--- src/rtl/multiword_add_seq_if.sv ---
// Stream bundle for multiword_add_seq: operand input channel and result output channel.
// MULTIWORD_ADD_SUB_EN adds the per-packet in_sub select to the input channel.
interface multiword_add_seq_if #(
  parameter int N = 4
) ();
  logic         in_valid;
  logic         in_ready;
  logic [N-1:0] in_a;
  logic [N-1:0] in_b;
  logic         in_last;
`ifdef MULTIWORD_ADD_SUB_EN
  logic         in_sub;
`endif
  logic         out_valid;
  logic         out_ready;
  logic [N-1:0] out_sum;
  logic         out_cout;
  logic         out_last;
  logic         out_err;

  // The adder side: consumes operand beats and produces result beats.
  modport slave (
    input  in_valid, in_a, in_b, in_last,
`ifdef MULTIWORD_ADD_SUB_EN
    input  in_sub,
`endif
    output in_ready,
    output out_valid, out_sum, out_cout, out_last, out_err,
    input  out_ready
  );

  // The environment side: sources operands and sinks results.
  modport master (
    output in_valid, in_a, in_b, in_last,
`ifdef MULTIWORD_ADD_SUB_EN
    output in_sub,
`endif
    input  in_ready,
    input  out_valid, out_sum, out_cout, out_last, out_err,
    output out_ready
  );
endinterface

--- src/rtl/multiword_add_seq.sv ---
// Sequential multi-word adder: adds LS-word-first N-bit word pairs, chaining the carry across beats.
// Optional subtract mode (A - B) when MULTIWORD_ADD_SUB_EN is defined.
module multiword_add_seq #(
  parameter int N     = 4,
  parameter int WORDS = 4
) (
  input logic             clk,
  input logic             rst,
  multiword_add_seq_if.slave bus
);

  localparam int            CW       = $clog2(WORDS);
  localparam logic [CW-1:0] LAST_CNT = CW'(WORDS - 1);

  localparam logic [0:0] IDLE  = 1'b0;
  localparam logic [0:0] ACCUM = 1'b1;

  logic [0:0]    state;
  logic          carry_reg;
  logic [CW-1:0] beat_cnt;

  logic          accept;
  logic          sub_eff;
  logic          cin;
  logic          overrun;
  logic          pkt_end;
  logic [N-1:0]  b_eff;
  logic [N:0]    sum_full;

  // Single output stage: a new beat may enter whenever the current one leaves (or none is held).
  assign bus.in_ready = !bus.out_valid || bus.out_ready;
  assign accept       = bus.in_valid && bus.in_ready;

`ifdef MULTIWORD_ADD_SUB_EN
  logic sub_reg;

  // The first beat uses the live select; later beats use the value latched with it.
  assign sub_eff = (state == IDLE) ? bus.in_sub : sub_reg;

  always_ff @(posedge clk or posedge rst) begin
    if (rst) begin
      sub_reg <= 1'b0;
    end else if (accept && state == IDLE) begin
      sub_reg <= bus.in_sub;
    end
  end
`else
  assign sub_eff = 1'b0;
`endif

  // In subtract mode the first-beat carry-in of 1 completes the two's complement of B.
  assign cin      = (state == IDLE) ? sub_eff : carry_reg;
  assign b_eff    = sub_eff ? ~bus.in_b : bus.in_b;
  assign sum_full = {1'b0, bus.in_a} + {1'b0, b_eff} + {{N{1'b0}}, cin};

  // A packet that reaches WORDS beats without in_last is cut off and flagged.
  assign overrun = (beat_cnt == LAST_CNT) && !bus.in_last;
  assign pkt_end = bus.in_last || overrun;

  // NOTE: every register here uses non-blocking assignment so all state updates
  // see pre-edge values; blocking assignments would create order-dependent races.
  always_ff @(posedge clk or posedge rst) begin
    if (rst) begin
      state     <= IDLE;
      carry_reg <= 1'b0;
      beat_cnt  <= '0;
    end else if (accept) begin
      if (pkt_end) begin
        state     <= IDLE;
        carry_reg <= 1'b0;
        beat_cnt  <= '0;
      end else begin
        state     <= ACCUM;
        carry_reg <= sum_full[N];
        beat_cnt  <= beat_cnt + 1'b1;
      end
    end
  end

  always_ff @(posedge clk or posedge rst) begin
    if (rst) begin
      bus.out_valid <= 1'b0;
      bus.out_sum   <= '0;
      bus.out_cout  <= 1'b0;
      bus.out_last  <= 1'b0;
      bus.out_err   <= 1'b0;
    end else if (accept) begin
      bus.out_valid <= 1'b1;
      bus.out_sum   <= sum_full[N-1:0];
      bus.out_cout  <= pkt_end ? sum_full[N] : 1'b0;
      bus.out_last  <= pkt_end;
      bus.out_err   <= overrun;
    end else if (bus.out_ready) begin
      bus.out_valid <= 1'b0;
    end
  end

endmodule
--- src/flat_wrapper.sv ---
// flat-port wrapper written by rule: the top's interface ports become plain ports
module multiword_add_seq_flat 
#(
  parameter int N     = 4,
  parameter int WORDS = 4
)
  (clk, rst, bus_in_valid, bus_in_a, bus_in_b, bus_in_last, bus_in_ready, bus_out_valid, bus_out_sum, bus_out_cout, bus_out_last, bus_out_err, bus_out_ready);
  multiword_add_seq_if #(.N(N)) bus_i ();
  input logic clk;
  input logic rst;
  input wire logic [$bits(bus_i.in_valid)-1:0] bus_in_valid;
  input wire logic [$bits(bus_i.in_a)-1:0] bus_in_a;
  input wire logic [$bits(bus_i.in_b)-1:0] bus_in_b;
  input wire logic [$bits(bus_i.in_last)-1:0] bus_in_last;
  output wire logic [$bits(bus_i.in_ready)-1:0] bus_in_ready;
  output wire logic [$bits(bus_i.out_valid)-1:0] bus_out_valid;
  output wire logic [$bits(bus_i.out_sum)-1:0] bus_out_sum;
  output wire logic [$bits(bus_i.out_cout)-1:0] bus_out_cout;
  output wire logic [$bits(bus_i.out_last)-1:0] bus_out_last;
  output wire logic [$bits(bus_i.out_err)-1:0] bus_out_err;
  input wire logic [$bits(bus_i.out_ready)-1:0] bus_out_ready;
  assign bus_i.in_valid = bus_in_valid;
  assign bus_i.in_a = bus_in_a;
  assign bus_i.in_b = bus_in_b;
  assign bus_i.in_last = bus_in_last;
  assign bus_in_ready = bus_i.in_ready;
  assign bus_out_valid = bus_i.out_valid;
  assign bus_out_sum = bus_i.out_sum;
  assign bus_out_cout = bus_i.out_cout;
  assign bus_out_last = bus_i.out_last;
  assign bus_out_err = bus_i.out_err;
  assign bus_i.out_ready = bus_out_ready;
  multiword_add_seq #(.N(N), .WORDS(WORDS)) u_core (.clk(clk), .rst(rst), .bus(bus_i));
endmodule
--- config.mk ---
export PLATFORM = sky130hd
export DESIGN_NAME = multiword_add_seq_flat
export DESIGN_NICKNAME = d
export VERILOG_FILES = /design/src/rtl/multiword_add_seq_if.sv /design/src/rtl/multiword_add_seq.sv /design/src/flat_wrapper.sv
export SDC_FILE = /design/constraint.sdc
export NUM_CORES = 1
export LEC_CHECK = 0
export ABC_AREA = 1
export BUFFER_PORTS_ARGS = -buffer_cell sky130_fd_sc_hd__buf_4
export CORE_MARGIN = 2
export CORE_UTILIZATION = 50
export CTS_CLUSTER_SIZE = 25
export DETAILED_ROUTE_END_ITERATION = 8
export PLACE_DENSITY = 0.79
export SYNTH_ARGS = -nofsm -noshare
export SYNTH_HDL_FRONTEND = slang
export SYNTH_SLANG_ARGS = --single-unit
--- constraint.sdc ---
create_clock -name clk -period 2.82 [get_ports clk]
set_input_delay 0 -clock clk [delete_from_list [all_inputs] [get_ports clk]]
set_output_delay 0 -clock clk [all_outputs]
set_load 0.05 [all_outputs]
==> results of run 1 <==
-- cell usage after synthesis --
cell      number  area (um^2)
inv_4          1         6.26
o21ai_2        2         17.5
a21oi_1        2         10.0
nand3_1        4         20.0
dfrtp_1       12          300
nand2_4        3         33.8
nor2_1         4         15.0
fa_1           2         40.0
nand3b_1       1         7.51
xor2_1         1         8.76
ha_1           4         50.1
inv_1          8         30.0
nand2_1       26         97.6
o21ai_0        2         10.0
clkbuf_8       1         13.8
inv_2          1         3.75
-- routing by layer --
metal	part of all wire [%]	wire length, um	vias up
met5	0	0	-
met4	0.98	13	0
met3	6.4	84	2
met2	56	734	19
met1	37	489	256
li1	-	-	280
-- final timing paths --
check	start	slack (ns)	end	cells after the start
worst max-delay path	u_core.state	1.23	u_core.bus.out_sum[1]	6
worst min-delay path	bus_out_ready	0.04	u_core.bus.out_valid	4
worst max register to register	u_core.state	1.23	u_core.bus.out_sum[1]	6
worst min register to register	u_core.state	0.48	u_core.state	2
max in group asynchronous	rst	2.23	u_core.bus.out_sum[3]	3
min in group asynchronous	rst	0.29	u_core.bus.out_err	3
-- worst register-to-register path: stages (launching register included) --
cell	delay (ns)
dfrtp_1	0.38
nand2_1	0.07
inv_1	0.05
fa_1	0.38
inv_1	0.09
fa_1	0.42
o21ai_2	0.14
-- layout make-up --
cell class                 count  area [um^2]  share of cell area [%]
clock buffer                   3         22.5                    2.59
tap                           15         18.8                    2.16
sequential                    12          300                    34.5
inverter                      10         40.0                    4.60
timing repair buffer          23          178                    20.4
multi-input combinational     51          310                    35.7
-- per-stage QoR --
step | worst slack [ns] | hold WS [ns] | area, um^2
after CTS | 1.23 | 0.0339 | 870
after floorplan | 1.32 | -0.135 | 664
after global routing | 1.14 | 0.0549 | 870
final | 1.23 | 0.0359 | 870
after global placement | 1.29 | 0.0308 | 827
after detailed placement | 1.24 | 0.0296 | 827
-- power by group --
part           internal [mW]  switching, mW
Sequential             0.202         0.0180
Combinational         0.0696          0.133
Clock                 0.0493         0.0480
Total                  0.320          0.199
-- repair_timing --
item,CTS,global route
hold endpoints to repair,13,0
hold buffers,2,0
endpoints found under the setup margin,0,0
-- cells by family after synthesis --
group           Yosys count
simple gates             38
xor+xnor                  1
flops                    12
compound gates            6
buf+inv                  11
fa+ha+maj                 6
==> impl_metrics.json, run 1 <==
{
  "hpwl_mm": 1.04,
  "syn_avg_cell_area_um2": 8.98,
  "drc": 0,
  "max_slew_margin_pct": 71.0,
  "fin_crit_sh_pct": 56.2,
  "htree_levels": 1,
  "grt_pass1_wl_mm": 2.13,
  "pin_count": 22,
  "peakVddDrop_v": 0.000400,
  "crit_type": "reg -> reg",
  "maxCapViolCount": 0,
  "initial_core_util_pct": 52.4,
  "final_common_cell": "nand2_1",
  "syn2layout_area_growth_pct": 30.9,
  "syn-num-nets": 93,
  "final_nets": 120,
  "total_power_mw": 0.519,
  "gp_congestion": 0.815,
  "instances_no_fill": 114,
  "grtUsageTotal_pct": 20.7,
  "cts-root-buf": "clkbuf_4",
  "wire_per_inst_um": 11.6,
  "path_clk_slew_ns": 0.06,
  "crit_chain": "nand2_1 -> inv_1 -> fa_1 -> inv_1 -> fa_1 -> o21ai_2",
  "top_usage_layer": "met2",
  "drive_gt1_share_pct": 31.3,
  "cp-start-kind": "register",
  "dp_cells": 109,
  "totalWireLength_mm": 1.32,
  "io_buffers": 21,
  "worst_pin_slew_ns": 0.435,
  "fin_util_pct": 68.5,
  "synth-compound-area-share_pct": 5.65,
  "dr.pass1.iters": 4,
  "grt_pass1_vias": 554,
  "die-area_mm2": 0.00164,
  "largestRegisters": "u_core.bus.out_sum x4, u_core.beat_cnt x2",
  "drt_iter0_drc": 6,
  "met2_usage_pct": 36.9,
  "netlist_area_um2": 664,
  "post_cts_buffers": 0,
  "status": "complete, no violations",
  "via_count": 557,
  "synth_top_family_by_area": "simple AND/OR/NAND/NOR gates",
  "synthCells": 74,
  "gr-usage-met3_pct": 11.1,
  "finalSetupViolations": 0,
  "cp_data_required_time_ns": 3.02,
  "synth-xor-area-share_pct": 1.32,
  "cp_slowest_cell": "fa_1",
  "ys_seq_area_share_pct": 45.2,
  "largest-register": "u_core.bus.out_sum",
  "ant_nets": 0,
  "rsz0062_at_grt": "no",
  "layout_common_cells": "nand2_1 (26), buf_4 (21), dfrtp_1 (12)",
  "cp_max_fo": 2,
  "cp_top_family": "adder cells",
  "synthSimpleGateAreaFrac_pct": 26.2,
  "setup_tns_ns": 0,
  "muxShareOfSynthArea_pct": 0,
  "grt_start_max_net_pins": 16,
  "synth-seq-cells": 12,
  "cts_tree": "built",
  "p_leak_nw": 0.501,
  "clk-insertion-delay-late_ns": 0.26,
  "viasPerCell": 4.89,
  "numCtsBuffers": 3,
  "fillers": 105,
  "core_mm2": 0.00127,
  "max_stage_delay_ns": 0.42,
  "critPathCaptureType": "register",
  "ys.warnings.count": 0,
  "hp-class": "in -> reg",
  "fp-row-count": 13,
  "clock-sinks": 12,
  "die_h_um": 40.5,
  "synth_cell_types": 16,
  "post_cts_resized": 0,
  "cts.path.max_buffers": 2,
  "hold_violations": 0,
  "synth_fa_ha_area_share_pct": 13.6,
  "path_buf_inv": 2,
  "cellPowerDensity_mw_per_mm2": 597,
  "largest_reg_flops": 4,
  "diodes": 0,
  "grt.overflow.total": 0,
  "skew_ns": 0.000564,
  "gr-usage-met1_pct": 20.6,
  "die_w_um": 40.5,
  "slew_violations": 0,
  "arrival_ns": 1.78,
  "fmax_mhz": 631,
  "period_minus_slack_ns": 1.59,
  "antenna_found_initial": 0
}
Power figures use the tool's default switching activity.
==> inputs of run 2 (changes only) <==
--- a/config.mk
+++ b/config.mk
@@ -5,13 +5,13 @@
 export SDC_FILE = /design/constraint.sdc
 export NUM_CORES = 1
 export LEC_CHECK = 0
-export ABC_AREA = 1
+export ABC_AREA = 0
 export BUFFER_PORTS_ARGS = -buffer_cell sky130_fd_sc_hd__buf_4
 export CORE_MARGIN = 2
-export CORE_UTILIZATION = 50
+export CORE_UTILIZATION = 42
 export CTS_CLUSTER_SIZE = 25
 export DETAILED_ROUTE_END_ITERATION = 8
-export PLACE_DENSITY = 0.79
+export PLACE_DENSITY = 0.72
 export SYNTH_ARGS = -nofsm -noshare
 export SYNTH_HDL_FRONTEND = slang
 export SYNTH_SLANG_ARGS = --single-unit
==> constraint.sdc (replaced) <==
create_clock -name clk -period 1.3 [get_ports clk]
set_input_delay 0 -clock clk [delete_from_list [all_inputs] [get_ports clk]]
set_output_delay 0 -clock clk [all_outputs]
set_load 0.05 [all_outputs]
==> impl_metrics.json, run 2 <==
{
  "status": "complete, but fails checks",
  "violations": "negative setup slack",
  "p_leak_nw": 0.472,
  "syn_avg_cell_area_um2": 10.7,
  "netlist_area_um2": 629,
  "synthTopCellsByArea": "dfrtp_1 (48%), ha_1 (8.0%), nand2_1 (6.6%)",
  "cp_max_fo": 2,
  "ant_nets": 0,
  "cp-start-kind": "register",
  "hpwl_um": 893,
  "clk-insertion-delay-late_ns": 0.27,
  "yosysTopAreaCellShare_pct": 47.7,
  "maxCapViolCount": 0,
  "area.sequential_um2": 302,
  "cts-root-buf": "clkbuf_4",
  "crit_chain": "and2_4 -> fa_2 -> inv_2 -> fa_2 -> inv_2 -> a21o_1 -> a21oi_2 -> o31ai_1",
  "peakVddDrop_v": 0.000891,
  "largest-register": "u_core.bus.out_sum",
  "fp-row-count": 13,
  "grtUsageTotal_pct": 15.2,
  "max_slew_margin_pct": 69.2,
  "syn2layout_area_growth_pct": 41.4,
  "cp_slowest_cell": "dfrtp_1",
  "cts.path.max_buffers": 2,
  "synthCells": 59,
  "synth_edf_count": 0,
  "fin_crit_sh_pct": 127,
  "synth_largest_area_cell": "dfrtp_1",
  "cellPowerDensity_mw_per_mm2": 1300,
  "reg2reg_depth": 8,
  "drt_iter0_drc": 4,
  "holdPathEnd": "u_core.bus.out_err",
  "crit_path_start": "u_core.carry_reg",
  "clock-sinks": 12,
  "finalSetupViolations": 6,
  "final_common_cell": "buf_4",
  "cp_data_required_time_ns": 1.46,
  "numCtsBuffers": 3,
  "die-area_mm2": 0.00182,
  "hp-class": "in -> reg",
  "worst_slack_ns": -0.350,
  "diodes": 0,
  "synth_cell_types": 21,
  "hold_start": "bus_in_last",
  "dpl_worst_slack_ns": -0.392,
  "fmax_mhz": 606,
  "rrSetupSlack_ns": -0.35,
  "holdWs_ns": 0.0186,
  "critPathCaptureType": "register",
  "dr.pass1.iters": 4,
  "syn-num-nets": 78,
  "grt_start_max_net_pins": 18,
  "wire_per_inst_um": 11.2,
  "hold_violations": 0,
  "synth_commonest_cells": "dfrtp_1 (12), nand2_1 (11), inv_1 (6)",
  "die_h_um": 42.7,
  "htree_levels": 1,
  "reg2reg_to": "u_core.bus.out_cout",
  "gp_congestion": 0.704,
  "path_clk_slew_ns": 0.07,
  "final_nets": 109,
  "via_count": 499,
  "drive_gt1_share_pct": 46.1,
  "synth_most_common_cell": "dfrtp_1",
  "period_minus_slack_ns": 1.65,
  "antenna_found_initial": 0,
  "async_reset_ff_share_pct": 100,
  "worst_pin_slew_ns": 0.461,
  "initial_core_util_pct": 46.6,
  "rsz0062_at_grt": "yes",
  "grt.overflow.total": 0,
  "cts_tree": "built",
  "grt_pass1_wl_mm": 2.01,
  "reg2reg_from": "u_core.carry_reg",
  "crit_type": "reg -> reg",
  "min_path_cells": 3,
  "viasPerCell": 4.80,
  "largest_reg_flops": 4,
  "io_buffers": 21,
  "largestRegisters": "u_core.bus.out_sum x4, u_core.beat_cnt x2",
  "slew_violations": 0,
  "grt_pass1_vias": 481,
  "fillers": 122,
  "layout_common_cells": "buf_4 (25), nand2_1 (11), dfrtp_1 (11)",
  "max_stage_delay_ns": 0.38,
  "ys_seq_area_share_pct": 47.7,
  "synth-main-ff-cell": "dfrtp_1",
  "arrival_ns": 1.81,
  "ys.warnings.count": 0,
  "drc": 0,
  "die_w_um": 42.7,
  "multiInputGateArea_um2": 313,
  "synth-seq-cells": 12,
  "pin_count": 22,
  "totalWireLength_mm": 1.17,
  "skew_ns": 0.00422,
  "core_mm2": 0.00135
}
==> run 2: what timing repair did <==
item                                   CTS  global route
pin swaps                                7             2
hold buffers                             2             0
setup buffers                            1             1
resized for setup                        0             4
setup endpoints to repair                6             9
endpoints found under the hold margin   13             0
==> run 2: kinds of logic (layout without fill, tap and decap cells) <==
group	count (synthesis)	in the layout	synth area share, %
multiplexers	1	1	2.38
flip-flops	12	12	47.7
buffers and inverters	7	37	5.37
AND/OR/NAND/NOR	18	18	14.9
AO/OA/AOI/OAI	13	13	12.5
adder cells (fa/ha/maj)	6	6	14.3
XOR/XNOR	2	2	2.78
==> run 2: routing by layer <==
metal  share of wire, %  global-route usage, %  vias to the layer above
li1                   -                      -                      252
met3                7.2                   6.81                        0
met4                  0                   7.50                        0
met1                 44                   18.8                      229
met5                  0                      0                        -
met2                 49                   22.4                       18
==> run 2: worst max path at each step <==
| stage | to | cells past startpoint |
|---|---|---|
| floorplan | u_core.bus.out_cout | 8 |
| global placement | u_core.bus.out_cout | 8 |
| detailed placement | u_core.bus.out_cout | 8 |
| CTS | u_core.bus.out_cout | 8 |
| global route | u_core.carry_reg | 8 |
| finish | u_core.bus.out_cout | 8 |
==> run 2: final cells by class <==
class / instances / share of cell area (%)
multi-input combinational: 40 / 35.2
sequential: 12 / 33.9
timing repair buffer: 27 / 23.3
clock buffer: 4 / 2.95
inverter: 6 / 2.53
tap: 15 / 2.11
==> run 2: per-stage QoR <==
step	cell area, um^2	utilization, %	setup TNS, ns	std cells	power [mW]
floorplan	642	-	-1.24	59	0.768
global placement	822	60.9	-1.50	96	0.897
detailed placement	822	60.9	-1.67	96	0.907
CTS	876	64.9	-1.55	103	1.16
global route	890	65.9	-1.94	104	1.23
finish	890	65.9	-1.51	104	1.16
==> run 2: critical path: cells and delay by family (launching register included) <==
family | cells | cell delay (ns)
AOI/OAI and AO/OA | 3 | 0.36
adders and majority gates | 2 | 0.54
buffers and inverters | 2 | 0.09
DFF | 1 | 0.38
and+or+nand+nor | 1 | 0.16
==> run 2: report_power, final <==
part | switching, mW | internal, mW | total [mW]
Sequential | 0.0364 | 0.435 | 0.472
Combinational | 0.271 | 0.175 | 0.446
Clock | 0.119 | 0.119 | 0.238
Total | 0.426 | 0.730 | 1.16
==> inputs of run 3 (changes only) <==
--- a/config.mk
+++ b/config.mk
@@ -5,10 +5,10 @@
 export SDC_FILE = /design/constraint.sdc
 export NUM_CORES = 1
 export LEC_CHECK = 0
-export ABC_AREA = 0
+export ABC_AREA = 1
 export BUFFER_PORTS_ARGS = -buffer_cell sky130_fd_sc_hd__buf_4
 export CORE_MARGIN = 2
-export CORE_UTILIZATION = 42
+export CORE_UTILIZATION = 43
 export CTS_CLUSTER_SIZE = 25
 export DETAILED_ROUTE_END_ITERATION = 8
 export PLACE_DENSITY = 0.72
==> impl_metrics.json, run 3 (synthesized netlist as in run 1, its figures left out) <==
{
  "ant_nets": 0,
  "fp-row-count": 14,
  "rsz0062_at_grt": "yes",
  "grt_start_max_net_pins": 16,
  "fin_area_um2": 950,
  "totalWireLength_mm": 1.42,
  "crit_type": "reg -> reg",
  "antenna_found_initial": 0,
  "critPathCaptureType": "register",
  "drt_iter0_drc": 10,
  "gp_congestion": 0.747,
  "peakVddDrop_v": 0.000727,
  "max_slew_margin_pct": 69.5,
  "p_comb_share_pct": 38.4,
  "period_minus_slack_ns": 1.53,
  "diodes": 0,
  "numCtsBuffers": 3,
  "die_w_um": 43.3,
  "arrival_ns": 1.74,
  "reg2reg_from": "u_core.state",
  "fmax_mhz": 655,
  "initial_core_util_pct": 45.2,
  "die-area_mm2": 0.00188,
  "grt_pass1_vias": 562,
  "layout_common_cells": "nand2_1 (26), buf_4 (25), dfrtp_1 (11)",
  "cp_max_fo": 2,
  "cp_data_required_time_ns": 1.51,
  "rrSetupSlack_ns": -0.23,
  "min_path_cells": 3,
  "syn2layout_area_growth_pct": 42.9,
  "hpwl_um": 968,
  "cp-start-kind": "register",
  "largest-register": "u_core.bus.out_sum",
  "via_count": 571,
  "placed_area_um2": 832,
  "status": "complete, but fails checks",
  "reg2reg_to": "u_core.bus.out_sum[1]",
  "drive_gt1_share_pct": 42.9,
  "clock-sinks": 12,
  "holdPathEnd": "u_core.bus.out_valid",
  "cellPowerDensity_mw_per_mm2": 1330,
  "cts.path.max_buffers": 2,
  "p_sw_mw": 0.476,
  "cts-root-buf": "clkbuf_4",
  "maxCapViolCount": 0,
  "swShare_pct": 37.7,
  "core_mm2": 0.00147,
  "hp-class": "in -> reg",
  "worst_slack_ns": -0.227,
  "viasPerCell": 4.72,
  "holdWs_ns": 0.0494,
  "path_clk_slew_ns": 0.08,
  "power.share.sequential_pct": 37.6,
  "dr.pass1.iters": 4,
  "setup_tns_ns": -0.827,
  "die_h_um": 43.3,
  "skew_ns": 0.00404,
  "fin_crit_sh_pct": 117,
  "largest_reg_flops": 4,
  "violations": "negative setup slack",
  "final_nets": 125,
  "p_leak_nw": 0.531,
  "io_buffers": 21,
  "htree_levels": 1,
  "grt.overflow.total": 0,
  "final_common_cell": "nand2_1",
  "largestRegisters": "u_core.bus.out_sum x4, u_core.beat_cnt x2",
  "grtUsageTotal_pct": 16.7,
  "hold_start": "bus_in_valid",
  "cts_tree": "built",
  "grt_pass1_wl_mm": 2.24,
  "clockPowerShare_pct": 24.0,
  "hold_violations": 0,
  "drc": 0,
  "pin_count": 22,
  "worst_pin_slew_ns": 0.457,
  "slew_violations": 0,
  "finalSetupViolations": 5,
  "clk-insertion-delay-late_ns": 0.28,
  "reg2reg_depth": 6,
  "p_int_mw": 0.787,
  "wire_per_inst_um": 11.8
}
run 3: critical path, stage by stage (launching register included):
cell	delay (ns)
dfrtp_1	0.39
nand2_1	0.09
inv_2	0.04
fa_2	0.34
inv_2	0.06
fa_2	0.43
o21ai_2	0.11
run 3: repair_timing:
action,in CTS,in global routing
hold buffers,3,0
setup endpoints to repair,4,6
gates resized for setup,3,4
pin swaps,4,5
setup buffers,2,2
hold endpoints to repair,14,0
run 3: power by group through the flow:
stage          logic (mW)  registers [mW]  clock network [mW]
2_1_floorplan       0.164           0.624                   0
3_5_place_dp        0.436           0.482                   0
5_1_grt             0.519           0.486               0.333
3_3_place_gp        0.430           0.479                   0
4_1_cts             0.464           0.474               0.311
6_report            0.485           0.475               0.303
run 3: stage by stage:
stage	utilization (%)	cells	setup slack [ns]	power [mW]
3_3_place_gp	56.5	110	-0.176	0.909
3_5_place_dp	56.5	110	-0.236	0.918
2_1_floorplan	-	74	-0.164	0.788
6_report	64.5	121	-0.227	1.26
4_1_cts	62.2	119	-0.244	1.25
5_1_grt	64.5	121	-0.276	1.34
run 3: layout make-up:
class                           count  area [um^2]
Fill cell                         126          522
Timing Repair Buffer               28          218
Tap cell                           16         20.0
Clock buffer                        4         36.3
Multi-Input combinational cell     51          334
Sequential cell                    12          302
Inverter                           10         40.0
run 3: worst max-delay path by stage:
| stage | start | end | slack, ns | cells after the start |
|---|---|---|---|---|
| 2_1_floorplan | u_core.state | u_core.bus.out_sum[1] | -0.16 | 6 |
| 6_report | u_core.state | u_core.bus.out_sum[1] | -0.23 | 6 |
| 3_5_place_dp | u_core.carry_reg | u_core.bus.out_sum[1] | -0.24 | 6 |
| 3_3_place_gp | u_core.state | u_core.bus.out_sum[1] | -0.18 | 6 |
| 5_1_grt | u_core.state | u_core.bus.out_sum[1] | -0.28 | 6 |
| 4_1_cts | u_core.carry_reg | u_core.bus.out_sum[1] | -0.24 | 6 |
run 3: layer usage:
metal  track usage, %  up-vias  routed length, um
li1                 -      294                  -
met1             15.3      263                566
met2             32.8       12                780
met3             3.83        2                 64
met4             9.09        0                 10
met5                0        -                  0
